## src/rtl/stack_seq.sv

```systemverilog
// Multi-cycle stack/flow sequencer for PHA, PHP, PLA, PLP, JSR, RTS, BRK and RTI.
// Define STACK_GUARD_EN to add the sticky stack-wrap error flag on err_o.
module stack_seq #(
  parameter int unsigned       DW       = 8,
  parameter logic [DW-1:0]     SP_PAGE  = 8'h01,
  parameter logic [DW-1:0]     SP_INIT  = 8'hFF,
  parameter logic [DW-1:0]     BRK_MASK = 8'h10,
  parameter logic [2*DW-1:0]   BRK_VEC  = 16'hFFFE
) (
  input  logic              clk_i,
  input  logic              rst_ni,
  input  logic              start_i,
  input  logic [2:0]        cmd_i,
  input  logic [DW-1:0]     a_i,
  input  logic [DW-1:0]     p_i,
  input  logic [2*DW-1:0]   pc_i,
  input  logic [2*DW-1:0]   tgt_i,
  input  logic [DW-1:0]     mem_rdata_i,
  output logic [2*DW-1:0]   mem_addr_o,
  output logic [DW-1:0]     mem_wdata_o,
  output logic              mem_we_o,
  output logic [DW-1:0]     a_o,
  output logic              a_we_o,
  output logic [DW-1:0]     p_o,
  output logic              p_we_o,
  output logic [2*DW-1:0]   pc_o,
  output logic              pc_we_o,
  output logic [DW-1:0]     sp_o,
  output logic              busy_o,
  output logic              done_o,
  output logic              err_o
);

  localparam int unsigned AW = 2 * DW;

  localparam logic [3:0] StIdle = 4'd0,  StPshH = 4'd1,  StPshL = 4'd2,  StPshP = 4'd3;
  localparam logic [3:0] StPshA = 4'd4,  StPulP = 4'd5,  StPulL = 4'd6,  StPulH = 4'd7;
  localparam logic [3:0] StPulA = 4'd8,  StVecL = 4'd9,  StVecH = 4'd10, StFin  = 4'd11;

  localparam logic [2:0] CmdPha = 3'd0, CmdPhp = 3'd1, CmdPla = 3'd2, CmdPlp = 3'd3;
  localparam logic [2:0] CmdJsr = 3'd4, CmdRts = 3'd5, CmdBrk = 3'd6, CmdRti = 3'd7;

  logic [3:0]    state_q, state_d;
  logic [2:0]    cmd_q, cmd_d;
  logic [DW-1:0] sp_q, sp_d, a_q, a_d, p_q, p_d, lo_q, lo_d;
  logic [AW-1:0] pc_q, pc_d;
  logic          is_push, is_pull;

  always_comb begin
    state_d     = state_q;
    cmd_d       = cmd_q;
    sp_d        = sp_q;
    a_d         = a_q;
    p_d         = p_q;
    lo_d        = lo_q;
    pc_d        = pc_q;
    is_push     = 1'b0;
    is_pull     = 1'b0;
    mem_addr_o  = {SP_PAGE, sp_q};
    mem_wdata_o = '0;
    mem_we_o    = 1'b0;
    case (state_q)
      StIdle: begin
        if (start_i) begin
          cmd_d = cmd_i;
          unique case (cmd_i)
            CmdPha:          state_d = StPshA;
            CmdPhp:          state_d = StPshP;
            CmdPla:          state_d = StPulA;
            CmdPlp, CmdRti:  state_d = StPulP;
            CmdJsr, CmdBrk:  state_d = StPshH;
            CmdRts:          state_d = StPulL;
          endcase
        end
      end
      StPshH: begin
        is_push     = 1'b1;
        mem_wdata_o = pc_i[AW-1:DW];
        state_d     = StPshL;
      end
      StPshL: begin
        is_push     = 1'b1;
        mem_wdata_o = pc_i[DW-1:0];
        if (cmd_q == CmdBrk) begin
          state_d = StPshP;
        end else begin
          pc_d    = tgt_i;
          state_d = StFin;
        end
      end
      StPshP: begin
        is_push     = 1'b1;
        mem_wdata_o = (cmd_q == CmdBrk) ? (p_i | BRK_MASK) : p_i;
        state_d     = (cmd_q == CmdBrk) ? StVecL : StFin;
      end
      StPshA: begin
        is_push     = 1'b1;
        mem_wdata_o = a_i;
        state_d     = StFin;
      end
      StPulP: begin
        is_pull = 1'b1;
        p_d     = mem_rdata_i;
        state_d = (cmd_q == CmdRti) ? StPulL : StFin;
      end
      StPulL: begin
        is_pull = 1'b1;
        lo_d    = mem_rdata_i;
        state_d = StPulH;
      end
      StPulH: begin
        is_pull = 1'b1;
        // RTS returns to the byte after the pushed address; RTI does not.
        pc_d    = {mem_rdata_i, lo_q} + ((cmd_q == CmdRts) ? AW'(1) : AW'(0));
        state_d = StFin;
      end
      StPulA: begin
        is_pull = 1'b1;
        a_d     = mem_rdata_i;
        state_d = StFin;
      end
      StVecL: begin
        mem_addr_o = BRK_VEC;
        lo_d       = mem_rdata_i;
        state_d    = StVecH;
      end
      StVecH: begin
        mem_addr_o = BRK_VEC + AW'(1);
        pc_d       = {mem_rdata_i, lo_q};
        state_d    = StFin;
      end
      StFin:   state_d = StIdle;
      default: state_d = StIdle;
    endcase
    if (is_push) begin
      mem_we_o = 1'b1;
      sp_d     = sp_q - DW'(1);
    end
    if (is_pull) begin
      mem_addr_o = {SP_PAGE, sp_q + DW'(1)};
      sp_d       = sp_q + DW'(1);
    end
  end

  always_ff @(posedge clk_i or negedge rst_ni) begin
    if (!rst_ni) begin
      state_q <= StIdle;
      cmd_q   <= CmdPha;
      sp_q    <= SP_INIT;
      a_q     <= '0;
      p_q     <= '0;
      lo_q    <= '0;
      pc_q    <= '0;
    end else begin
      state_q <= state_d;
      cmd_q   <= cmd_d;
      sp_q    <= sp_d;
      a_q     <= a_d;
      p_q     <= p_d;
      lo_q    <= lo_d;
      pc_q    <= pc_d;
    end
  end

`ifdef STACK_GUARD_EN
  logic err_q, err_d;

  assign err_d = err_q | (is_push && (sp_q == '0)) | (is_pull && (sp_q == '1));

  always_ff @(posedge clk_i or negedge rst_ni) begin
    if (!rst_ni) err_q <= 1'b0;
    else         err_q <= err_d;
  end

  assign err_o = err_q;
`else
  assign err_o = 1'b0;
`endif

  assign a_o     = a_q;
  assign p_o     = p_q;
  assign pc_o    = pc_q;
  assign sp_o    = sp_q;
  assign done_o  = (state_q == StFin);
  assign busy_o  = (state_q != StIdle);
  assign a_we_o  = done_o && (cmd_q == CmdPla);
  assign p_we_o  = done_o && ((cmd_q == CmdPlp) || (cmd_q == CmdRti));
  assign pc_we_o = done_o && ((cmd_q == CmdJsr) || (cmd_q == CmdRts) ||
                              (cmd_q == CmdBrk) || (cmd_q == CmdRti));

endmodule

```

## config.mk

```make
export PLATFORM = sky130hd
export DESIGN_NAME = stack_seq
export DESIGN_NICKNAME = d
export VERILOG_FILES = /design/src/rtl/stack_seq.sv
export SDC_FILE = /design/constraint.sdc
export NUM_CORES = 1
export LEC_CHECK = 0
export ABC_AREA = 0
export BUFFER_PORTS_ARGS = -buffer_cell sky130_fd_sc_hd__buf_4
export CELL_PAD_IN_SITES_DETAIL_PLACEMENT = 1
export CELL_PAD_IN_SITES_GLOBAL_PLACEMENT = 1
export CORE_ASPECT_RATIO = 0.9
export CORE_UTILIZATION = 34
export CTS_BUF_LIST = sky130_fd_sc_hd__clkbuf_16
export CTS_CLUSTER_SIZE = 25
export DETAILED_ROUTE_END_ITERATION = 8
export GPL_TIMING_DRIVEN = 0
export HOLD_SLACK_MARGIN = 0.08
export PLACE_DENSITY = 0.8
export RECOVER_POWER = 100
export SYNTH_ARGS = -nofsm -noshare
export SYNTH_HDL_FRONTEND = slang
export SYNTH_SLANG_ARGS = --single-unit
```

## constraint.sdc

```tcl
create_clock -name clk_i -period 1.95 [get_ports clk_i]
set_input_delay 0.39 -clock clk_i [delete_from_list [all_inputs] [get_ports clk_i]]
set_output_delay 0.39 -clock clk_i [all_outputs]
set_load 0.02 [all_outputs]
```

Word-level counts from Yosys, hierarchy flattened --
Memory sizes are Yosys's and may differ from the RTL's. Cells that the tools add are included.
Word-level totals: register bits after elaboration 55, ROM bits 32, output and inout bits 71, logic and storage cells 64, memories kept 1
Operators by class: $add $sub $neg 3, equality and inequality tests 19, multiplexer cells 17, reductions and logical operators 17
Memory list:
- (no name shown) | words 8, bits a word 4, rd ports 1, clocked after Yosys merged registers in 0, write ports 0, RTL line 66 | unique case (cmd_i)
Operators by type and width (count):
- one-hot mux 16 bit (3 select lines) | 1
- two-way mux 16 bit | 2
- one-hot mux 16 bit (2 select lines) | 1
- one-hot mux 4 bit (8 select lines) | 1
- one-hot mux 8 bit (4 select lines) | 1
- adder 16 x 1 -> 16 bit | 1
- equality test 4 x 3 -> 1 bit, second input constant | 4
- equality test 4 bit, second input constant | 4
- two-way mux 8 bit | 2
- equality test 3 bit, second input constant | 4
- two-way mux 4 bit | 3
- OR reduction 4 bit | 3
- adder 8 x 1 -> 8 bit, second input constant | 1
- equality test 4 x 2 -> 1 bit, second input constant | 2
- subtractor 8 x 1 -> 8 bit, second input constant | 1
- equality test 3 x 2 -> 1 bit, second input constant | 2
- two-way mux 5 bit | 1
- equality test 4 x 1 -> 1 bit, second input constant | 1
- logical NOT 4 bit | 1
- logical OR 1 bit | 4
- two-way mux 1 bit | 4
- != test 2 bit, second input constant | 2
- AND reduction 2 bit | 2
- nonzero test 4 bit | 1
- other kinds (5) | 7

Longest topological paths before layout --
Gate-level depths: netlist (run 1).
depth in word-level cells 5, depth in mapped cells 7

Worst setup path after synthesis (run 1) --
No wires, ideal clock.
kind register to output, from register state_q[2], to output port a_we_o, arrival 2.032 ns, data required time 1.560 ns, setup slack -0.472 ns, stages on the path, launching flop included 7, buffers on the path 3, cell sequence dfrtp_1 buf_6 buf_2 clkbuf_1 nor3_1 nand2_1 nor3_1
Between the ends: cells in the longest elaborated chain, start to end 2
Ends and longest elaborated chain:
- start: declaration | RTL line 43 | logic [3:0] state_q, state_d;
- start signal: assignment | RTL line 147 | state_q <= StIdle;
- start signal: assignment | RTL line 155 | state_q <= state_d;
- equality test 4 bit | RTL line 184 | assign done_o = (state_q == StFin);
- named net done_o | RTL line 30 | output logic done_o,
- logical AND 1 bit | RTL line 186 | assign a_we_o = done_o && (cmd_q == CmdPla);
- end: declaration | RTL line 23 | output logic a_we_o,
The timed path passes the listed nets, and every way through them passes these cells.

Final worst setup path (run 1) --
from register state_q[2], to output port mem_addr_o[6]
Between the ends: cells in the longest elaborated chain, start to end 4, elaborated cells between the ends (all ways) 10, those cells by class 6 x eq/ne; 3 x mux; 1 x reduce/logical
Ends and longest elaborated chain:
- equality test 4 bit / equality test 4 x 3 -> 1 bit (equally long branches) | RTL line 62 | case (state_q)
- OR reduction 4 bit (no source line)
- two-way mux 1 bit | RTL line 62
- two-way mux 16 bit (*) | RTL line 139 | if (is_pull) begin
- end: declaration | RTL line 19 | output logic [2*DW-1:0] mem_addr_o,
Mark *: on every way between the ends. The rest lies on a longest branch, timed or not.

==> results, run 1 <==
- The congestion estimate from routability-driven global placement came to 0.8603.
- The antenna diode count is 0.
- Data on the critical path arrives at its endpoint at 2.13 ns.
- The max-capacitance violation count is 0.
- The number of clock buffers added by TritonCTS is 5.
- The largest area contributor in the netlist is sky130_fd_sc_hd__dfrtp_1.
- The max-slew violation total from the final report is 0.
- The total number of yosys warnings is 0.
- The worst-case hold slack is 0.3532 ns.
- Dividing the final minimum period by the clock period gives 1.293.
- Leaving out fill and tap cells, the most frequent cells in the layout are sky130_fd_sc_hd__buf_4, sky130_fd_sc_hd__buf_6, sky130_fd_sc_hd__dfrtp_1.
- Power spread over the standard cell area amounts to 1847 nW/um^2.
- Of the post-synthesis cell area, the dominant cell type holds 0.3091.
- After clock tree synthesis, the clock-pin slew on the worst setup and hold paths is 0.08 ns.
- The largest driver fanout on the critical path is 8.
- The sum of overflow across all layers after global routing is 0.
- The required arrival time at the worst endpoint is 1.56 ns.
- The fraction of synthesis flops using an asynchronous set or reset pin is 1.000.
- CTS placed an instance of sky130_fd_sc_hd__clkbuf_16 at the clock tree root.
- The maximum vdd drop is 0.0007058 V.
- The core area is 10860 um^2.
- Yosys mapped the design onto 76 distinct sky130hd cell types.
- The synthesized design contains 0 enable-type register cells.
- The tightest min-delay check is of the in2reg type.
- The most common cell after layout, fill and taps aside is sky130_fd_sc_hd__buf_4.
- The worst setup path is launched from a flop.
- For this block, the initial DRC count from the detailed router was 376.
- Across the routed clock network, the largest skew measured is 0.01162 ns.
- The total placed instance area is 5099 um^2.
- The die covers 11620 um^2.
- The number of flip-flops and latches in the synthesized netlist is 55.
- After detailed routing, the number of remaining DRC violations is 0.
- Yosys attributes the largest share of cell area to sky130_fd_sc_hd__dfrtp_1, sky130_fd_sc_hd__mux2_2, sky130_fd_sc_hd__dfstp_2, sky130_fd_sc_hd__o21ai_0, sky130_fd_sc_hd__nor2_1.
- The portion of the post-synthesis area used by sequential elements is 0.3644.
- The mean cell area of the mapped netlist is 9.146 um^2.
- The endpoint kind of the worst setup timing path is an output port.
- TritonCTS built the clock tree.
- The number of global-route vias before repair was 4291.
- Once layout is complete, the cells apart from fillers number 763.
- The wire-length estimate of the detail-placed layout is 9576 um.
- The fraction of final layout cells sized beyond drive strength 1 is 0.5548.
- The post-detailed-routing wire length is 19660 um.
- The layout net count is 679.
- The maximum number of buffers from clock root to sink is 2.
- After synthesis the cells add up to 3805 um^2.
- The first detailed-routing pass took 5 iterations.
- After clock tree synthesis, the flow added hold-fix buffers numbering 0.
- The number of clock sinks is 55.
- The count of mapped cells out of synthesis is 416.
- Entering global routing, the biggest net connects 56 pins.
- Setup repair after global routing could not meet its margin everywhere.
- The floorplan has 36 rows.
- During placement, the flow inserted port buffers numbering 127.
- The worst pin sits at a relative slew slack of 0.02194.
- Setup violations remaining at the end of the flow were counted as 57.
- The global-route total usage across every layer is 0.2569.
- The I/O pin count is 133.
- The leakage power is 2.661 nW.
- The highest achievable clock rate is 396.5 MHz.
- The antenna violation net count after detailed routing is 0.
- The starting density of the core is 0.3505.
- The actual transition at the worst max-transition pin is 1.467 ns.
- Including well taps, the total number of placed cells is 695.
- Measured along the y axis, the die boundary spans 102.4 um.
- The clock latency at the later pin of the worst-skew pair is 0.32 ns.
- Among all flip-flop cells after synthesis, the most frequent one is sky130_fd_sc_hd__dfrtp_1.
- The growth of design area from synthesis to finish is 64.65%.
- Counting I/O delays and the setup requirement, the final critical path takes 2.522 ns.
- The initial antenna violation count is 0.
- Setup slack on the critical path of the routed design comes to -0.5719 ns.
- The via total after detailed routing is 4611.
- CTS built an H-tree with a depth of 2.
- Dividing the detail-routed wire length by the instance count gives 25.76 um.
- Dividing the detail-routed via count by the number of cells gives 6.043.
- The number of endpoints with negative hold slack in the final report is 0.
- The checks that failed: setup timing.
- The horizontal die dimension is 113.5 um.
- The first-pass GRT wire length is 23300 um.
- Synthesis produced a netlist with a net count of 485.
- The cell area after layout is 6265 um^2.
- The flow ran to the end, but the final reports show violations.
- The critical path class is reg2out.
per-layer routing:
metal,GRT usage,routed length [um],vias to the layer above
li1,-,-,1917
met1,0.3268,7706,2314
met2,0.4587,9608,285
met3,0.03144,1305,95
met4,0.07692,1037,0
met5,0,0,-
flip-flops by register name, indices dropped and copies added (netlist names):
| signal | cells |
|---|---|
| p_o | 8 |
| sp_o | 8 |
| lo_q | 8 |
| pc_o | 16 |
| state_q | 4 |
| a_o | 8 |
| cmd_q | 3 |
final timing paths:
check	end	slack, ns	start	cells past startpoint
setup / recovery	mem_addr_o[6]	-0.57	state_q[2]	7
hold / removal	pc_o[1]	0.35	tgt_i[1]	3
setup reg to reg	pc_o[0]	-0.26	state_q[2]	8
hold reg to reg	a_o[6]	0.51	a_o[6]	1
max in group asynchronous	state_q[0]	0.55	rst_ni	1
min in group asynchronous	p_o[4]	0.42	rst_ni	1
cells by family (layout without fill, tap and decap cells):
| group | count (synthesis) | after routing | synth area share |
|---|---|---|---|
| xor+xnor | 10 | 10 | 0.02302 |
| buf+inv | 53 | 248 | 0.07234 |
| fa+ha+maj | 7 | 7 | 0.02302 |
| mux | 32 | 32 | 0.09372 |
| other cells | 2 | 2 | 0.001974 |
| compound gates | 120 | 120 | 0.2167 |
| simple gates | 137 | 137 | 0.2049 |
| flops | 55 | 55 | 0.3644 |
worst max-delay path: stages, from the launching register on:
cell                      delay [ns]
sky130_fd_sc_hd__dfrtp_1        0.41
sky130_fd_sc_hd__buf_6          0.15
sky130_fd_sc_hd__buf_12         0.11
sky130_fd_sc_hd__nor2b_2        0.41
sky130_fd_sc_hd__a21oi_4        0.20
sky130_fd_sc_hd__o21ai_1        0.31
sky130_fd_sc_hd__o21ai_4        0.10
sky130_fd_sc_hd__buf_6          0.14
synthesized netlist by cell type (all sizes together) (3+ instances only):
| library cell | number |
|---|---|
| mux2 | 29 |
| and2 | 3 |
| a22o | 6 |
| dfrtp | 47 |
| o21ai | 32 |
| mux2i | 3 |
| o32ai | 4 |
| nor4 | 6 |
| o21a | 4 |
| nor2b | 5 |
| a22oi | 8 |
| nor3b | 3 |
| nand3 | 13 |
| and3b | 3 |
| nand4 | 4 |
| and3 | 10 |
| a221oi | 3 |
| a31oi | 12 |
| or4 | 4 |
| xnor2 | 8 |
| inv | 13 |
| ha | 7 |
| nand2 | 26 |
| nor3 | 11 |
| a21oi | 24 |
| nor2 | 35 |
| o31a | 6 |
| buf | 29 |
| clkbuf | 10 |
| dfstp | 8 |
power by group:
| part | internal (W) | switching [W] | total (W) | leakage [nW] |
|---|---|---|---|---|
| Clock | 0.000491 | 0.000500 | 0.000991 | 0.0748 |
| Combinational | 0.00357 | 0.00462 | 0.00820 | 1.94 |
| Sequential | 0.00177 | 0.000614 | 0.00238 | 0.643 |
per-stage QoR:
step	setup WS, ns	setup TNS, ns	utilization	total power (W)
floorplan	-0.1185	-0.3880	-	0.006136
global placement	-0.3159	-3.169	0.4697	0.008082
detailed placement	-0.3211	-4.299	0.4697	0.008304
CTS	-0.4613	-8.406	0.5353	0.01004
global route	-0.6247	-16.33	0.5771	0.01200
finish	-0.5719	-14.08	0.5771	0.01157
area by class of cell:
class / instances / area [um^2]
plain buffers: 38 / 371.6
clock buffers: 5 / 125.1
clock inverters: 3 / 26.28
fillers: 1201 / 4591
inverters: 14 / 76.32
multi-input cells: 308 / 2621
flip-flops and latches: 55 / 1391
well taps: 152 / 190.2
repair buffers: 188 / 1463
what timing repair did:
item	in CTS	in global routing
setup endpoints to repair	41	67
gates resized for setup	82	126
pin swaps	14	46
setup buffers	34	23
cloned	1	4
(Power assumes the default switching activity.)
==> run 2, diff against run 1 <==
--- a/config.mk
+++ b/config.mk
@@ -21,3 +21,4 @@
 export SYNTH_ARGS = -nofsm -noshare
 export SYNTH_HDL_FRONTEND = slang
 export SYNTH_SLANG_ARGS = --single-unit
+export TNS_END_PERCENT = 5
==> run 2 against run 1 <==
The flow still finishes with violations (setup timing). Core utilization shrank 7.0 points. Cell count shrank 5.6%. Maximum frequency grew 4.1%. Via count shrank 14%. Count of clock-buffer cells in the layout is the same. Power shrank 16%. Worst setup slack gained 0.099 ns. Largest cell class unchanged.
==> results, run 2 (synthesized netlist as in run 1, its figures left out) <==
- The run finished, with violations left.
- The checks that failed: setup timing.
- Along the worst path, the maximum fanout reaches 6.
- The initialized floorplan defines 36 standard-cell rows.
- The worst-case clock skew is 0.008096 ns.
- The core area is 10860 um^2.
- The I/O pin count is 133.
- The worst setup path is launched from a flop.
- The cell that appears most often on the critical path is sky130_fd_sc_hd__buf_6.
- The sum of overflow across all layers after global routing is 0.
- The routed design could run at a clock period as short as 2.423 ns.
- For this design, the slowest cell found on the critical path is sky130_fd_sc_hd__dfrtp_1.
- Data arrives at the worst endpoint at 2.03 ns.
- The detailed router used layers up to and including met4.
- The register-to-register setup slack is -0.23 ns.
- The total DRC errors in the routed layout is 0.
- The least setup slack across all paths after layout is -0.4734 ns.
- The areal power density over the cells is 1764 nW/um^2.
- The source of the worst register-to-register timing path is cmd_q[1].
- The highest achievable clock rate is 412.7 MHz.
- The post-detailed-routing wire length is 13730 um.
- The H-tree was split into 2 levels.
- The weighted congestion reported at the end of routability-driven placement is 0.8421.
- For the pin with the worst max-slew slack, the measured transition is 1.400 ns.
- The clock latency at the later pin of the worst-skew pair is 0.30 ns.
- The fraction of final layout cells sized beyond drive strength 1 is 0.4507.
- The hold buffer count at CTS is 0.
- Counting every sink on the clock net gives 55.
- Summing over every cut layer, the via total after detailed routing is 3974.
- The clock tree root driver cell is sky130_fd_sc_hd__clkbuf_16.
- The layout net count is 636.
- The starting density of the core is 0.3505.
- The maximum vdd drop is 0.0005753 V.
- Counting instances, the worst hold path has a depth of 3.
- The max-slew violation total from the final report came to 0.
- Measured against its own limit, the worst slew margin works out to 0.06674.
- The detailed router's first-iteration violation count is 192.
- From left edge to right edge, the die measures 113.5 um.
- The critical path class is reg2out.
- Setup repair after global routing could not meet its margin everywhere.
- The period utilization is 1.243.
- The TritonCTS clock tree is done.
- The final setup violation count is 31.
- The global-route total usage across every layer is 0.2272.
- The cell count of the worst reg-to-reg path is 7.
- The cell area after layout is 5503 um^2.
- The top cell types in the final layout, fill and taps aside, are sky130_fd_sc_hd__buf_4, sky130_fd_sc_hd__dfrtp_1, sky130_fd_sc_hd__clkbuf_1.
- The max-capacitance violation count is 0.
- The worst hold path terminates at pc_o[1].
- The flip-flop count of the largest register after layout is 16.
- Summed over all nets, wire length on met3 after detailed routing comes to 602 um.
- The number of global-route vias before repair is 3933.
- The average wire per cell in the routed design is 19.07 um.
- The leakage power is 2.353 nW.
- The initial antenna violation count came to 0.
- The count of input and output buffers is 127.
- The number of fill cells in the layout is 1292.
- 0 antenna diodes ended up in the layout.
- The design draws 0.009709 W.
- Entering global routing, the biggest net connects 56 pins.
- STA classifies the critical path endpoint as an output port.
- The die span in y is 102.4 um.
- After detailed routing, the number of vias per cell comes to 5.519.
- The wire length on met2 is 6907 um.
- The pre-CTS worst setup slack is -0.3542 ns.
- The floorplan step defined a die boundary enclosing 11620 um^2.
- In this run the most critical hold path is launched from tgt_i[1].
- The number of endpoints with negative hold slack in the final report came to 0.
- The endpoint identified for the worst register-to-register timing path is pc_o[14].
- After clock tree synthesis, the clock-pin slew on the worst setup and hold paths is 0.08 ns.
- The signal on the critical path passes through buf_6 -> buf_8 -> nor4b_4 -> a221o_1 -> a21bo_2 -> o21ai_2 -> buf_6.
- The number of buffers created by CTS is 5.
- The most common cell after layout, fill and taps aside is sky130_fd_sc_hd__buf_4.
- The first global-routing pass estimated 20690 um of wire.
- The biggest cell delay along the critical path is 0.40 ns.
- The class of the most critical hold timing path is in2reg.
- Summed over all nets, the half-perimeter wirelength after detailed placement is 9557 um.
- Compared with the post-synthesis result, the final layout area differs by 44.62%.
- The detailed-routing iteration count for the pre-antenna-repair pass is 5.
- The detailed router put a total of 6016 um of wire on met1.
- The antenna violation net count after detailed routing is 0.
- No sink is reached through more buffers than the 2 on the longest clock path.
- The total placed instance area is 5029 um^2.
- Data on the critical path is required at its endpoint by 1.56 ns.
## run 2: changes by cell type in the layout (fill, tap and decap cells not counted), sizes merged
cell    delta
a21oi      +1
buf       -42
clkbuf     -2
## run 2: through the flow
| step | instances | setup TNS, ns | util | hold WS [ns] |
|---|---|---|---|---|
| 6_report | 720 | -7.167 | 0.5069 | 0.3487 |
| 5_1_grt | 720 | -9.220 | 0.5069 | 0.3637 |
| 4_1_cts | 713 | -8.967 | 0.4994 | 0.1628 |
| 3_5_place_dp | 695 | -5.986 | 0.4632 | 0.4828 |
| 3_3_place_gp | 695 | -4.036 | 0.4632 | 0.4714 |
| 2_1_floorplan | 416 | -1.015 | - | 0.09441 |
## run 2: timing repair
action                                  in CTS  in global routing
endpoints found under the setup margin      49                 42
gates resized for setup                     49                 59
setup buffers                                9                  8
cloned                                       2                  0
pin swaps                                    9                 14
## run 2: worst max-delay path: cells and delay by family, from the launching register on
| family | cells | cell delay, ns |
|---|---|---|
| buf+inv | 3 | 0.39 |
| simple gates | 1 | 0.29 |
| flops | 1 | 0.40 |
| compound gates | 3 | 0.65 |
## run 2: where the power goes
group,internal [W],switching [W]
Clock,0.000499,0.000481
Combinational,0.00278,0.00361
Sequential,0.00175,0.000582
Total,0.00503,0.00468
## run 2: layer usage
metal / vias up / track usage
li1: 1830 / -
met1: 1997 / 0.3051
met2: 129 / 0.3902
met3: 18 / 0.03144
met4: 0 / 0.05162
met5: - / 0
## run 2: worst max-delay path by stage
stage	from	slack, ns	to	cells past startpoint
CTS	state_q[2]	-0.50	mem_addr_o[2]	8
global route	sp_o[2]	-0.55	mem_addr_o[5]	6
floorplan	cmd_q[1]	-0.12	pc_o[12]	7
finish	state_q[1]	-0.47	mem_addr_o[3]	7
detailed placement	cmd_q[1]	-0.35	pc_o[12]	7
global placement	cmd_q[1]	-0.30	pc_o[12]	7
## run 2: layout make-up
class	instances	area [um^2]	area share
flip-flops and latches	55	1390	0.2526
plain buffers	37	292.8	0.05321
clock inverters	3	31.28	0.005684
well taps	152	190.2	0.03456
repair buffers	145	1007	0.1830
inverters	14	63.81	0.01160
clock buffers	5	125.1	0.02274
multi-input cells	309	2402	0.4366
